==> config.mk <==
export PLATFORM = sky130hd
export DESIGN_NAME = spike_detector_flat
export DESIGN_NICKNAME = d
export VERILOG_FILES = /design/src/rtl/spike_detector_if.sv /design/src/rtl/spike_detector.sv /design/src/flat_wrapper.sv
export SDC_FILE = /design/constraint.sdc
export NUM_CORES = 1
export LEC_CHECK = 0
export CORE_MARGIN = 4
export CORE_UTILIZATION = 40
export CTS_BUF_LIST = sky130_fd_sc_hd__clkbuf_4 sky130_fd_sc_hd__clkbuf_8
export CTS_CLUSTER_DIAMETER = 30
export CTS_CLUSTER_SIZE = 30
export DETAILED_ROUTE_END_ITERATION = 10
export GPL_TIMING_DRIVEN = 0
export SLEW_MARGIN = 10
export SYNTH_ARGS = -nofsm -noshare
export SYNTH_HDL_FRONTEND = slang
export SYNTH_SLANG_ARGS = --single-unit
==> constraint.sdc <==
create_clock -name clk -period 14.8 [get_ports clk]
set_input_delay 4.44 -clock clk [delete_from_list [all_inputs] [get_ports clk]]
set_output_delay 4.44 -clock clk [all_outputs]
set_load 0.03 [all_outputs]
==> src/rtl/spike_detector_if.sv <==
// Sample-in / event-out bundle between an energy operator and the spike detector.
// The detector takes the slave side; the upstream operator / event consumer takes the master side.
interface spike_detector_if #(
    parameter int unsigned IN_BITS = 29,
    parameter int unsigned TS_BITS = 32
);
    logic               in_valid;
    logic [IN_BITS-1:0] data_in;
    logic               spike_valid;
    logic [IN_BITS-1:0] spike_peak;
    logic [TS_BITS-1:0] spike_ts;
    logic [IN_BITS-1:0] threshold;
    logic               busy;

    modport master (
        output in_valid, data_in,
        input  spike_valid, spike_peak, spike_ts, threshold, busy
    );

    modport slave (
        input  in_valid, data_in,
        output spike_valid, spike_peak, spike_ts, threshold, busy
    );
endinterface

==> src/rtl/spike_detector.sv <==
// Adaptive-threshold spike detector: EMA background tracking, one event per excursion
// carrying peak value and timestamp, followed by a refractory hold-off.
module spike_detector #(
    parameter int unsigned IN_BITS   = 29,
    parameter int unsigned ALPHA_SH  = 8,
    parameter int unsigned THR_SH    = 3,
    parameter int unsigned THR_MIN   = 64,
    parameter int unsigned WARMUP    = 256,
    parameter int unsigned REFRACT   = 30,
    parameter int unsigned MAX_WIDTH = 64,
    parameter int unsigned TS_BITS   = 32
) (
    input  logic             clk,
    input  logic             rst,
    spike_detector_if.slave  bus
);
    localparam int unsigned ACC_BITS = IN_BITS + ALPHA_SH;
    localparam int unsigned SC_BITS  = IN_BITS + THR_SH;
    localparam int unsigned REFR_W   = $clog2(REFRACT + 2);
    localparam int unsigned WID_W    = $clog2(MAX_WIDTH + 2);

    typedef enum logic [1:0] {S_WARM, S_IDLE, S_ABOVE, S_REFRACT} state_t;

    state_t              state_q;
    logic [ACC_BITS-1:0] acc_q, acc_d;
    logic                first_q;
    logic [TS_BITS-1:0]  sample_cnt_q;
    logic [REFR_W-1:0]   refr_cnt_q;
    logic [WID_W-1:0]    width_cnt_q, width_d;
    logic [IN_BITS-1:0]  peak_q, peak_d;
    logic [TS_BITS-1:0]  peak_ts_q, peak_ts_d;
    logic [IN_BITS-1:0]  thr_q, thr_d;
    logic [IN_BITS-1:0]  mean_d;
    logic [SC_BITS-1:0]  scaled;
    logic                above;
    logic                spike_valid_q;
    logic [IN_BITS-1:0]  spike_peak_q;
    logic [TS_BITS-1:0]  spike_ts_q;
    logic                busy_q;

    always_comb begin
        above = bus.data_in > thr_q;

        if (first_q)
            acc_d = ACC_BITS'(bus.data_in) << ALPHA_SH;
        else
            acc_d = acc_q + ACC_BITS'(bus.data_in) - (acc_q >> ALPHA_SH);

        mean_d = IN_BITS'(acc_d >> ALPHA_SH);
        scaled = SC_BITS'(mean_d) << THR_SH;

        // Saturate the scaled mean, then apply the floor.
        if (scaled > SC_BITS'({IN_BITS{1'b1}}))
            thr_d = '1;
        else
            thr_d = scaled[IN_BITS-1:0];
        if (thr_d < IN_BITS'(THR_MIN))
            thr_d = IN_BITS'(THR_MIN);

        peak_d    = peak_q;
        peak_ts_d = peak_ts_q;
        if (bus.data_in > peak_q) begin
            peak_d    = bus.data_in;
            peak_ts_d = sample_cnt_q;
        end

        width_d = width_cnt_q + 1'b1;
    end

    always_ff @(posedge clk) begin
        if (!rst) begin
            state_q       <= S_WARM;
            acc_q         <= '0;
            first_q       <= 1'b1;
            sample_cnt_q  <= '0;
            refr_cnt_q    <= '0;
            width_cnt_q   <= '0;
            peak_q        <= '0;
            peak_ts_q     <= '0;
            thr_q         <= IN_BITS'(THR_MIN);
            spike_valid_q <= 1'b0;
            spike_peak_q  <= '0;
            spike_ts_q    <= '0;
            busy_q        <= 1'b0;
        end else begin
            spike_valid_q <= 1'b0;
            if (bus.in_valid) begin
                sample_cnt_q <= sample_cnt_q + 1'b1;
                unique case (state_q)
                    S_WARM: begin
                        acc_q   <= acc_d;
                        first_q <= 1'b0;
                        thr_q   <= thr_d;
                        if (sample_cnt_q == TS_BITS'(WARMUP - 1))
                            state_q <= S_IDLE;
                    end
                    S_IDLE: begin
                        if (above) begin
                            peak_q      <= bus.data_in;
                            peak_ts_q   <= sample_cnt_q;
                            width_cnt_q <= WID_W'(1);
                            state_q     <= S_ABOVE;
                            busy_q      <= 1'b1;
                        end else begin
                            acc_q <= acc_d;
                            thr_q <= thr_d;
                        end
                    end
                    S_ABOVE: begin
                        peak_q    <= peak_d;
                        peak_ts_q <= peak_ts_d;
                        if (above)
                            width_cnt_q <= width_d;
                        // Emit on the terminating sample, using the peak including this sample.
                        if (!above || width_d == WID_W'(MAX_WIDTH)) begin
                            spike_valid_q <= 1'b1;
                            spike_peak_q  <= peak_d;
                            spike_ts_q    <= peak_ts_d;
                            refr_cnt_q    <= REFR_W'(REFRACT);
                            if (REFRACT == 0) begin
                                state_q <= S_IDLE;
                                busy_q  <= 1'b0;
                            end else begin
                                state_q <= S_REFRACT;
                            end
                        end
                    end
                    S_REFRACT: begin
                        refr_cnt_q <= refr_cnt_q - 1'b1;
                        if (refr_cnt_q == REFR_W'(1)) begin
                            state_q <= S_IDLE;
                            busy_q  <= 1'b0;
                        end
                    end
                    default: state_q <= S_WARM;
                endcase
            end
        end
    end

    assign bus.spike_valid = spike_valid_q;
    assign bus.spike_peak  = spike_peak_q;
    assign bus.spike_ts    = spike_ts_q;
    assign bus.threshold   = thr_q;
    assign bus.busy        = busy_q;
endmodule
==> src/flat_wrapper.sv <==
// flat-port wrapper written by rule: the top's interface ports become plain ports
module spike_detector_flat 
#(
    parameter int unsigned IN_BITS   = 29,
    parameter int unsigned ALPHA_SH  = 8,
    parameter int unsigned THR_SH    = 3,
    parameter int unsigned THR_MIN   = 64,
    parameter int unsigned WARMUP    = 256,
    parameter int unsigned REFRACT   = 30,
    parameter int unsigned MAX_WIDTH = 64,
    parameter int unsigned TS_BITS   = 32
)
  (clk, rst, bus_in_valid, bus_data_in, bus_spike_valid, bus_spike_peak, bus_spike_ts, bus_threshold, bus_busy);
  spike_detector_if #(.IN_BITS(IN_BITS), .TS_BITS(TS_BITS)) bus_i ();
  input  logic clk;
  input  logic rst;
  input wire logic [$bits(bus_i.in_valid)-1:0] bus_in_valid;
  input wire logic [$bits(bus_i.data_in)-1:0] bus_data_in;
  output wire logic [$bits(bus_i.spike_valid)-1:0] bus_spike_valid;
  output wire logic [$bits(bus_i.spike_peak)-1:0] bus_spike_peak;
  output wire logic [$bits(bus_i.spike_ts)-1:0] bus_spike_ts;
  output wire logic [$bits(bus_i.threshold)-1:0] bus_threshold;
  output wire logic [$bits(bus_i.busy)-1:0] bus_busy;
  assign bus_i.in_valid = bus_in_valid;
  assign bus_i.data_in = bus_data_in;
  assign bus_spike_valid = bus_i.spike_valid;
  assign bus_spike_peak = bus_i.spike_peak;
  assign bus_spike_ts = bus_i.spike_ts;
  assign bus_threshold = bus_i.threshold;
  assign bus_busy = bus_i.busy;
  spike_detector #(.IN_BITS(IN_BITS), .ALPHA_SH(ALPHA_SH), .THR_SH(THR_SH), .THR_MIN(THR_MIN), .WARMUP(WARMUP), .REFRACT(REFRACT), .MAX_WIDTH(MAX_WIDTH), .TS_BITS(TS_BITS)) u_core (.clk(clk), .rst(rst), .bus(bus_i));
endmodule
* Word-level counts from Yosys, hierarchy flattened
Cells that the tools add are included.
** Word-level totals
- Word-level logic and storage cells :: 77
- Bits in registers :: 237
** Cells by class
- Add/sub/neg operators :: 5
- Mux-type cells :: 27
- Equal/unequal tests :: 12
- Magnitude comparators :: 4
- Reductions and logical operators :: 16
** Operators by type and width (number)
- 29-bit 2-to-1 mux :: 5
- 29-bit case mux with 2 select lines :: 2
- 37-bit 2-to-1 mux :: 2
- 37-bit case mux with 2 select lines :: 1
- 32-bit 2-to-1 mux :: 2
- 32-bit case mux with 2 select lines :: 1
- 29-bit greater-than comparator :: 2
- 37-bit by 29-bit adder with 37-bit output :: 1
- 37-bit by 29-bit subtractor with 37-bit output :: 1
- 32-bit by 1-bit adder with 32-bit output (second input constant) :: 1
- 32-bit by 8-bit equality test with 1-bit output (second input constant) :: 1
- 32-bit by 29-bit greater-than comparator with 1-bit output (second input constant) :: 1
- 29-bit by 7-bit less-than comparator with 1-bit output (second input constant) :: 1
- 3-bit AND reduction :: 5
- 7-bit 2-to-1 mux :: 2
- 7-bit case mux with 2 select lines :: 1
- 2-bit by 1-bit != test with 1-bit output (second input constant) :: 5
- 5-bit case mux with 2 select lines :: 1
- 2-bit 2-to-1 mux :: 4
- 2-bit case mux with 4 select lines :: 1
- 4-bit AND reduction :: 2
- 2-bit nonzero test :: 4
- 7-bit by 1-bit adder with 7-bit output (second input constant) :: 1
- 7-bit equality test (second input constant) :: 1
- other kinds (13) :: 16

* Logic depth before layout (Yosys ltp)
- Word-level depth :: 9
- Depth in mapped cells :: 17
- Gate-level depth less buffers :: 15

* Worst setup path before layout
Ideal clock, no wire load.
- Kind :: input -> register
- Start :: input bus_data_in[1]
- End :: register u_core.thr_q[4], in the netlist u_core.bus.threshold[4]
- Setup slack :: 6.955 ns
- Library setup time :: 0.132 ns
- Required time :: 14.668 ns
- Arrival time :: 7.713 ns
- Path buffers :: 0
- Cell stages on the path :: 14
- Cells stage by stage :: inv_1 fa_1 inv_1 fa_1 a211oi_2 o21ai_2 and3_4 or4_1 a31oi_1 nand4b_1 nor4b_1 nand4_1 nor4_4 nor3_1
** On the way
- Longest elaborated chain between the ends :: 9
** Ends and longest elaborated chain
- start: declaration :: RTL line flat_wrapper.sv:18 : input wire logic [$bits(bus_i.data_in)-1:0] bus_data_in;
- 37-bit by 29-bit adder with 37-bit output :: RTL line spike_detector.sv:47 : acc_d = acc_q + ACC_BITS'(bus.data_in) - (acc_q >> ALPHA_SH);
- 37-bit by 29-bit subtractor with 37-bit output :: RTL line spike_detector.sv:47
- 37-bit 2-to-1 mux :: RTL line spike_detector.sv:44 : if (first_q)
- 32-bit by 29-bit greater-than comparator with 1-bit output :: RTL line spike_detector.sv:53 : if (scaled > SC_BITS'({IN_BITS{1'b1}}))
- 29-bit 2-to-1 mux :: RTL line spike_detector.sv:53
- 29-bit by 7-bit less-than comparator with 1-bit output :: RTL line spike_detector.sv:57 : if (thr_d < IN_BITS'(THR_MIN))
- 29-bit 2-to-1 mux :: RTL line spike_detector.sv:57
- 29-bit 2-to-1 mux :: RTL line spike_detector.sv:98 : if (above) begin
- 29-bit case mux with 2 select lines :: RTL line spike_detector.sv:89 : unique case (state_q)
- end signal: assignment :: RTL line spike_detector.sv:80 : thr_q <= IN_BITS'(THR_MIN);
- end signal: assignment :: RTL line spike_detector.sv:93 : thr_q <= thr_d;
- end signal: assignment :: RTL line spike_detector.sv:106 : thr_q <= thr_d;
- end: declaration :: RTL line spike_detector.sv:32 : logic [IN_BITS-1:0] thr_q, thr_d;
Parallel ways exist; a longest one is shown, timed or not. The select of a mux whose other input is x is not followed.
A chain may end at the register's enable or synchronous reset.

* Worst setup path in the final report
- Start :: input bus_data_in[7]
- End :: register u_core.thr_q[4], in the netlist u_core.bus.threshold[4]
The elaborated chain is that of the path after synthesis.

==> impl_results.md <==
* Setup-failing EPs final at 0
* Global-route wire length before repair at approximately 84 mm
* I/O pin cnt at 124
* FMAX at ~0.11 GHz
* Pin count of the biggest net entering global routing at 13
* Final hold violation count at 0
* Synth area leaders: dfxtp_1 (32%), ha_1 (8.7%), o21ai_0 (5.1%)
* Total power at 2.18 mW
* Vias in the first global route at 14.3k
* Mapped Cells at around 1.9k
* # clock sinks at ~240
* 1st-iter DRT viols at 1,476
* RSZ-0062 raised after global routing: false
* Post-synth EDFFs at 0
* Crit Path Class: input pin to flip-flop
* Static Leak at between 7 and 8 nW
* Tmin final at 9200 ps
* Post-Synth Adder-Cell Area at 12.6%
* Vias per cell at 5.93
* Min-delay src: u_core.acc_q[1]$_SDFFE_PN0P_
* Syn nets at 2,054
* Clock skew at roughly 20 ps
* Worst R2R Start: u_core.bus.threshold[18]$_SDFFE_PN0P_
* Area Overhead vs Synth at 20.1%
* Setup crit start: bus_data_in[7]
* PwrDens at between 100 and 150 mW/mm2
* Worst Setup Slack, final at 5600 ps
* Post-CTS Setup Bufs at 0
* Area leader, netlist: dfxtp_1
* Post-Syn Area at around 0.015 mm2
* Simple-Gate Fraction of Synth Area at between 10% and 20%
* Fillers at approximately 3.6k
* Die width at approximately 200 um
* Design area at ~0.018 mm2
* Port Buf Inserts at roughly 120
* Sequential-to-total area share from yosys stat at between 30% and 40%
* WP data arrival at 9620 ps
* Total grt overflow at 0
* Clock slew at reported path FFs at ~60 ps
* Max Cap Violations at 0
* Synth cell types at 78
* Post-route ant nets at 0
* Post-DP HPWL at 42.6 mm
* DRC viols at 0
* Worst stage delay on the critical path at 840 ps
* Final period util at 62.2%
* Antenna Cells at 0
* Mux share of post-synthesis cell area at 0.679%
* Total number of vias at ~15k
* Placer Congestion at 0.957
* Pins over their slew limit at 0
* Die H at slightly above 200 um
* Worst path cell trace: clkdlybuf4s50_1 -> inv_1 -> fa_1 -> inv_1 -> ha_1 -> nand2_1 -> o21ai_0 -> a221o_1 -> o21bai_1 -> a2111oi_0 -> o31ai_1 -> nor4b_1 -> nand4_1 -> nor4_4 -> nor3_1
* Routed WL at between 50 and 60 mm
* Critical Path RT at 15,210 ps
* Slew @ Worst Pin at around 1100 ps
* Skew-Pair Late Insertion Delay at between 500 and 600 ps
* Post-synth top area share at 31.5%
* Post-synth ARST share at 0%
* TritonCTS Buffers at 49
* Compound-Gate Fraction of Synth Area at about 24%
* Routed length per instance at roughly 21 um
* Number of antenna violations at the first check in global routing at 0
* Run status: completed
* Total Routing Usage GR at a little over a quarter
* Worst path slowest cell: a2111oi_0
* Layout cells sized above 1 at between 6 and 7%
* Worst Path Buf+Inv at 3
* Synth Area in XOR/XNOR at under 10%
* CTS root buf: clkbuf_8
* Hold Path Stages at 2
* Combinational family with the most area after synthesis: compound AO/OA/AOI/OAI gates
* Nets@finish at between 2k and 2.5k
* Slew HR at approximately a quarter
* Setup tns final at 0 ps
* # hold bufs at CTS at 0
* Die footprint at ~0.040 mm2
* Syn avg cell area at roughly 7.9 um2
* Most used DFF post-synth: dfxtp_1
* DP Area at between 0.015 and 0.02 mm2
* Crit path depth at 15
* CP top delay family: compound AO/OA/AOI/OAI gates
* H-tree levels at 2
* Rows at 70
* Most used cell, CP: inv_1
* Longest Clk Path Bufs at 3
* Worst-path maximum fanout at 6
* Startpoint types: input pin
* Starting Density at between 40 and 50%
* YS warnings at 0
* Post-cts repair resize count at 0
* Placement Setup Slack at between 5000 and 6000 ps
* First-pass DRT Iterations at 5
* Worst setup EP type: flip-flop
* R2R cell count at 11
* Maximum resistive drop on vdd at between 0.00006 and 0.00007 V
* CTS tree: built
* Core area at 0.0367 mm2
* Worst Hold Class: flip-flop to flip-flop
* Yosys reg bits at 235
## worst paths after layout
kind | slack [ps] | end
min | 470 | u_core.acc_q[1]$_SDFFE_PN0P_
max reg2reg | 9840 | u_core.bus.threshold[4]$_SDFFE_PN0P_
min reg2reg | 470 | u_core.acc_q[1]$_SDFFE_PN0P_
max | 5600 | u_core.bus.threshold[4]$_SDFFE_PN0P_
## sequential cells by signal, indices dropped and copies added, names as in the netlist
register                flops
u_core.acc_q               37
u_core.bus.spike_ts        32
u_core.state_q              2
u_core.bus.spike_peak      29
u_core.sample_cnt_q        32
u_core.peak_ts_q           32
u_core.width_cnt_q          7
u_core.bus.threshold       27
u_core.peak_q              29
u_core.bus.busy             1
u_core.first_q              1
u_core.bus.spike_valid      1
u_core.refr_cnt_q           5
## worst reg2reg max path: stages, from the launching register on
cell and delay [ps]:
dfxtp_1 410, inv_1 150, ha_1 330, nand4_1 140, nor4_1 980, nand3_1 430, a31oi_1 770, o211ai_1 330
nor4b_1 370, nand4_1 210, nor4_4 590, nor3_1 100
## layout by cell type (no fill, tap or decap), types with 54 or more instances in the layout
master	n
a21oi_1	149
clkdlybuf4s50_1	123
and3_1	84
o21ai_0	151
dfxtp_1	235
clkbuf_8	54
inv_1	200
ha_1	104
nand3_1	92
nor2_1	115
clkbuf_1	104
a221oi_1	81
nand2_1	133
## final cells by class
class	count	area, um2	share of cell area (%)
multi-input cells	1323	8940	49.9
well taps	468	586	3.27
clock buffers	57	766	4.27
plain buffers	131	531	2.96
inverters	200	751	4.19
flip-flops and latches	235	4700	26.3
repair buffers	123	1230	6.87
clock inverters	35	413	2.30
## per-stage QoR
stage          hold WS, ps  utilization, %  instances
6_report               468            48.8       2572
5_1_grt                495            48.8       2572
4_1_cts                459            48.8       2572
3_5_place_dp           450            45.6       2480
3_3_place_gp           442            45.6       2480
2_1_floorplan          432               -       1889
## report_power, final
part | switching [mW] | leakage, nW | internal [mW]
Clock | 0.331 | 0.589 | 0.481
Combinational | 0.454 | 4.68 | 0.236
Sequential | 0.0217 | 1.91 | 0.652
Total | 0.807 | 7.18 | 1.37
## Yosys cell counts, types with 14 or more instances
| cell type | instances |
|---|---|
| dfxtp_1 | 235 |
| nand3_1 | 92 |
| xnor2_1 | 24 |
| nand2_1 | 133 |
| ha_1 | 104 |
| nor2_1 | 115 |
| nor3_1 | 28 |
| clkbuf_1 | 104 |
| a21o_1 | 14 |
| xor2_1 | 24 |
| fa_1 | 29 |
| and3_1 | 84 |
| a221oi_1 | 81 |
| inv_1 | 200 |
| o31ai_1 | 38 |
| o21ai_0 | 151 |
| a21oi_1 | 149 |
| nand4_1 | 34 |
| a211oi_1 | 35 |
| nor4_1 | 15 |
## kinds of logic (layout without fill, tap and decap cells)
logic type | Yosys count | after routing
compound gates | 561 | 561
xor+xnor | 48 | 48
fa+ha+maj | 133 | 133
buf+inv | 331 | 546
flops | 235 | 235
mux | 10 | 10
simple gates | 571 | 571
## metal layers
metal	wire length (um)	GRT usage (%)
met1	25900	39.1
met2	22600	38.1
met3	4700	5.30
met4	1530	7.23
met5	0	0
No activity file was read; power rests on OpenSTA's default activity.
